`config.mk`:
```
export PLATFORM = sky130hd
export DESIGN_NAME = hex_byte_decoder
export DESIGN_NICKNAME = d
export VERILOG_FILES = /design/src/rtl/hex_byte_decoder.sv
export SDC_FILE = /design/constraint.sdc
export NUM_CORES = 1
export LEC_CHECK = 0
export CAP_MARGIN = 20
export CORE_ASPECT_RATIO = 0.7
export CORE_MARGIN = 1.5
export CORE_UTILIZATION = 50
export CTS_BUF_LIST = sky130_fd_sc_hd__clkbuf_8 sky130_fd_sc_hd__clkbuf_16
export CTS_CLUSTER_DIAMETER = 100
export CTS_CLUSTER_SIZE = 14
export DETAILED_ROUTE_END_ITERATION = 10
export HOLD_SLACK_MARGIN = 0.06
export PLACE_DENSITY = 0.76
export SETUP_SLACK_MARGIN = 0.05
export SLEW_MARGIN = 25
export SYNTH_ARGS = -nofsm -noshare
export SYNTH_HDL_FRONTEND = slang
export SYNTH_SLANG_ARGS = --single-unit
```
`constraint.sdc`:
```
create_clock -name CLK -period 5.6 [get_ports CLK]
set_input_delay 0.84 -clock CLK [delete_from_list [all_inputs] [get_ports CLK]]
set_output_delay 0.84 -clock CLK [all_outputs]
set_load 0.005 [all_outputs]
```
`src/rtl/hex_byte_decoder.sv`:
```
// hex_byte_decoder
//   Turns an ASCII hex character stream (from uart_rx) into binary bytes.
//   Pairs of hex digits form one byte, which is queued in a small
//   first-word-fall-through FIFO and handed to a consumer over valid/ready.
//   CR/LF produce a line_end pulse; malformed characters or broken pairs
//   produce an err pulse. A byte dropped on a full FIFO sets a sticky
//   overflow flag that only RST clears.
//
// Ports
//   CLK, RST      clock; synchronous active-high reset
//   rx_valid      one-cycle strobe qualifying rx_data
//   rx_data       received ASCII character
//   out_valid     FIFO non-empty; out_data holds the oldest byte
//   out_data      oldest decoded byte, 0 when out_valid=0
//   out_ready     consumer accepts out_data when out_valid & out_ready
//   line_end      one-cycle pulse after a CR or LF
//   err           one-cycle pulse after a malformed character/sequence
//   overflow      sticky: a decoded byte was dropped on a full FIFO
//   fifo_count    number of bytes currently buffered
module hex_byte_decoder #(
    parameter  int FIFO_DEPTH = 8,
    localparam int PTR_W      = $clog2(FIFO_DEPTH)
) (
    input  logic             CLK,
    input  logic             RST,
    input  logic             rx_valid,
    input  logic [7:0]       rx_data,
    output logic             out_valid,
    output logic [7:0]       out_data,
    input  logic             out_ready,
    output logic             line_end,
    output logic             err,
    output logic             overflow,
    output logic [PTR_W:0]   fifo_count
);

    typedef enum logic {S_HI, S_LO} state_t;

    localparam logic [PTR_W:0]   DEPTH_C = (PTR_W+1)'(FIFO_DEPTH);
    localparam logic [PTR_W:0]   CNT_ONE = (PTR_W+1)'(1);
    localparam logic [PTR_W-1:0] PTR_ONE = PTR_W'(1);

    // ---------------- character classification ----------------
    logic       is_dig;
    logic [3:0] dig_val;
    logic       is_space;
    logic       is_eol;

    always_comb begin
        is_dig  = 1'b0;
        dig_val = 4'd0;
        if (rx_data >= 8'h30 && rx_data <= 8'h39) begin
            is_dig  = 1'b1;
            dig_val = rx_data[3:0];
        end else if ((rx_data >= 8'h41 && rx_data <= 8'h46) ||
                     (rx_data >= 8'h61 && rx_data <= 8'h66)) begin
            // 'A'/'a' have low nibble 1, so +9 lands on 10..15
            is_dig  = 1'b1;
            dig_val = rx_data[3:0] + 4'd9;
        end
    end

    assign is_space = (rx_data == 8'h20) || (rx_data == 8'h09);
    assign is_eol   = (rx_data == 8'h0D) || (rx_data == 8'h0A);

    // ---------------- parser FSM ----------------
    state_t     state_q, state_d;
    logic [3:0] nib_q, nib_d;
    logic       push;
    logic [7:0] push_data;
    logic       err_d, eol_d;

    always_ff @(posedge CLK) begin
        if (RST) begin
            state_q  <= S_HI;
            nib_q    <= 4'd0;
            err      <= 1'b0;
            line_end <= 1'b0;
        end else begin
            state_q  <= state_d;
            nib_q    <= nib_d;
            err      <= err_d;
            line_end <= eol_d;
        end
    end

    always_comb begin
        state_d   = state_q;
        nib_d     = nib_q;
        push      = 1'b0;
        push_data = {nib_q, dig_val};
        err_d     = 1'b0;
        eol_d     = 1'b0;
        if (rx_valid) begin
            case (state_q)
                S_HI: begin
                    if (is_dig) begin
                        nib_d   = dig_val;
                        state_d = S_LO;
                    end else if (is_eol) begin
                        eol_d = 1'b1;
                    end else if (!is_space) begin
                        err_d = 1'b1;
                    end
                end
                S_LO: begin
                    // Any character completes or aborts the pair.
                    state_d = S_HI;
                    nib_d   = 4'd0;
                    if (is_dig) begin
                        push = 1'b1;
                    end else begin
                        err_d = 1'b1;
                        eol_d = is_eol;
                    end
                end
                default: state_d = S_HI;
            endcase
        end
    end

    // ---------------- FWFT FIFO ----------------
    logic [7:0]       mem [FIFO_DEPTH];
    logic [PTR_W-1:0] wr_ptr, rd_ptr;
    logic [PTR_W:0]   count;
    logic             full, empty, pop, wr_en, drop;

    assign full  = (count == DEPTH_C);
    assign empty = (count == '0);
    assign pop   = !empty && out_ready;
    // A pop in the same cycle frees the slot, so a full FIFO still accepts.
    assign wr_en = push && (!full || pop);
    assign drop  = push && full && !pop;

    always_ff @(posedge CLK) begin
        if (wr_en) mem[wr_ptr] <= push_data;
    end

    always_ff @(posedge CLK) begin
        if (RST) begin
            wr_ptr   <= '0;
            rd_ptr   <= '0;
            count    <= '0;
            overflow <= 1'b0;
        end else begin
            if (wr_en) wr_ptr <= wr_ptr + PTR_ONE;
            if (pop)   rd_ptr <= rd_ptr + PTR_ONE;
            case ({wr_en, pop})
                2'b10:   count <= count + CNT_ONE;
                2'b01:   count <= count - CNT_ONE;
                default: count <= count;
            endcase
            if (drop) overflow <= 1'b1;
        end
    end

    assign out_valid  = !empty;
    assign out_data   = empty ? 8'h00 : mem[rd_ptr];
    assign fifo_count = count;

endmodule
```
==> results.json <==
{
  "status": "finished clean",
  "period_minus_slack_ns": 3.786,
  "slew_viol_final": 0,
  "timing.hold.ws_ns": 0.5010,
  "cts.sinks": 85,
  "startpoint": "rx_data[0]",
  "startpoint_type": "input pin",
  "place.gp.congestion": 0.8691,
  "gr-total-overflow": 0,
  "synth.distinct_cells": 41,
  "cp-end-kind": "flop",
  "r2r_start": "fifo_count[1]",
  "yosysWarnings": 0,
  "ir_drop_uv": 263.5,
  "cp.arrival_ns": 4.02,
  "timing.max_cap.violations": 0,
  "cts_setup_buffers": 0,
  "rows": 26,
  "syn_nets": 271,
  "synth_area_mm2": 0.003731,
  "synth-edff-count": 64,
  "worstHoldStart": "rd_ptr[1]",
  "synth_commonest_cells": "edfxtp_1, dfxtp_1, nor2_1",
  "antenna_cells": 0,
  "fp.dieArea_mm2": 0.007998,
  "rsz0062_at_grt": "no",
  "async_flop_share_pct": 0,
  "pre_cts_slack_ns": 1.460,
  "fin_nets": 302,
  "slowest_delay_ns": 0.61,
  "grt_pass1_vias": 2073,
  "placed_cell_area_mm2": 0.004123,
  "ys_seq_area_share_pct": 62.78,
  "wl_mm": 7.119,
  "io_pins": 28,
  "worstMarginPinSlew_ns": 0.9286,
  "start_util_pct": 51.43,
  "synth_top_area_cell": "edfxtp_1",
  "crit_required_ns": 5.84,
  "fin_skew_ns": 0.009716,
  "slew_headroom_pct": 37.86,
  "post_synth_inst_count": 250,
  "die_x_um": 106.3,
  "post_cts_resized": 0,
  "drive_above_1_share_pct": 17.48,
  "cts_htree_levels": 3,
  "num_vias": 2174,
  "synth_top_area_share_pct": 51.51,
  "finalCritPeriodShare_pct": 67.61,
  "grt_pass1_wl_mm": 11.37,
  "ys_seq_elements": 85,
  "die_height_um": 75.28,
  "numCtsBuffers": 9,
  "final_util_pct": 59.69,
  "clock.fmax_ghz": 0.2641,
  "crit_type": "input pin to flop",
  "viasPerCell": 5.661,
  "grt_use_total_pct": 19.79,
  "wl_per_cell_um": 18.54,
  "yosysMostFrequentCell": "edfxtp_1",
  "path_clk_slew_ns": 0.08,
  "coreArea_mm2": 0.007254,
  "first_pass_iters": 4,
  "p_leak_uw": 0.001443,
  "grt_max_degree": 25,
  "clkLatencyLatePin_ns": 0.35,
  "slowest_stage": "clkdlybuf4s50_1",
  "port_buffers": 27,
  "antenna_left": 0,
  "dp_hpwl_mm": 4.885,
  "cts_tree": "yes",
  "cp_cell_sequence": "clkdlybuf4s50_1 -> ha_1 -> o21bai_1 -> a21o_1 -> a21oi_1 -> nand2b_1 -> inv_1 -> ha_1 -> a21o_1 -> a21oi_1 -> nor3_1 -> mux2i_1 -> mux2_2",
  "ys.flop_type": "edfxtp_1",
  "antenna_found_initial": 0,
  "synthTopCellsByArea": "edfxtp_1, dfxtp_1, mux4_2",
  "drc": 0,
  "cts.path.max_buffers": 2,
  "postLayoutCellArea_mm2": 0.004330,
  "crit_fanout": 8,
  "hold_viol_final": 0,
  "drtIter0Drc": 174,
  "synth.avg_cell_area_um2": 14.92,
  "hold_path_class": "flop to flop",
  "setup_viol": 0,
  "area_growth_pct": 16.06,
  "tns_ns": 0,
  "setup_slack_ns": 1.814,
  "powerDensity_mw_per_mm2": 353.4,
  "cts-root-buf": "clkbuf_8",
  "hold_buffers": 0
}
final timing paths:
kind / end / slack, ns / cells after the start
hold / removal: flop / 0.50 / 2
setup reg to reg: fifo_count[3] / 2.63 / 11
setup / recovery: fifo_count[3] / 1.81 / 13
hold reg to reg: flop / 0.50 / 2
area by class of cell:
| type | instances | area (µm²) |
|---|---|---|
| clock inverters | 7 | 72.57 |
| multi-input cells | 141 | 1311 |
| repair buffers | 33 | 315.3 |
| inverters | 11 | 41.29 |
| well taps | 98 | 122.6 |
| clock buffers | 9 | 123.9 |
| fillers | 574 | 2924 |
| flip-flops and latches | 85 | 2344 |
kinds of logic after synthesis:
logic type | Yosys count | share of synthesized area (%)
AOI/OAI and AO/OA | 28 | 5.265
xor gates and xnor gates | 4 | 0.9391
adders and majority gates | 9 | 3.219
buffers and inverters | 24 | 2.716
DFF | 85 | 62.78
muxes | 32 | 14.39
and+or+nand+nor | 68 | 10.70
worst max-delay path: cells and delay by family:
kind | cells | cell delay [ns]
AO/OA/AOI/OAI | 5 | 1.14
multiplexers | 2 | 0.52
adder cells (fa/ha/maj) | 2 | 0.56
buffers and inverters | 2 | 0.68
AND/OR/NAND/NOR | 2 | 0.27
placed cells by master (no fill, tap or decap), drive strengths merged, types with 4 or more instances in the layout:
cell,Yosys,layout
nor4,5,5
o21ai,6,6
mux4,16,16
ha,8,8
nand2,14,14
nor2,20,20
buf,7,6
nor4b,7,7
a211o,4,4
inv,11,15
mux2,4,4
clkdlybuf4s50,0,27
dfxtp,21,21
nand3b,4,4
edfxtp,64,64
nor3b,5,5
mux2i,12,12
a21oi,10,10
clkbuf,6,9
per-stage QoR:
step           total power [µW]  instances
4_1_cts                    1544        384
6_report                   1530        384
2_1_floorplan             965.7        250
3_3_place_gp               1113        368
5_1_grt                    1607        384
3_5_place_dp               1119        368
layer usage:
layer / vias up / routed length, µm / track usage [%]
met3: 2 / 342 / 6.061
met4: 0 / 13 / 3.303
li1: 1010 / - / -
met5: - / 0 / 0
met1: 1100 / 3486 / 28.09
met2: 62 / 3277 / 31.11
where the power goes:
group | total (µW) | internal [µW] | switching (µW) | leakage, µW
registers | 744 | 690 | 54.4 | 0.000742
logic | 357 | 216 | 141 | 0.000599
clock network | 429 | 209 | 221 | 0.000102
total | 1530 | 1110 | 416 | 0.00144
flip-flops by register name, summed over array words and instances (netlist names), named ones only:
| signal | count |
|---|---|
| err | 1 |
| mem | 64 |
| rd_ptr | 3 |
| wr_ptr | 3 |
| line_end | 1 |
| nib_q | 4 |
| overflow | 1 |
| fifo_count | 4 |
| state_q | 1 |
Note: power is estimated with default switching activity, not from simulation.
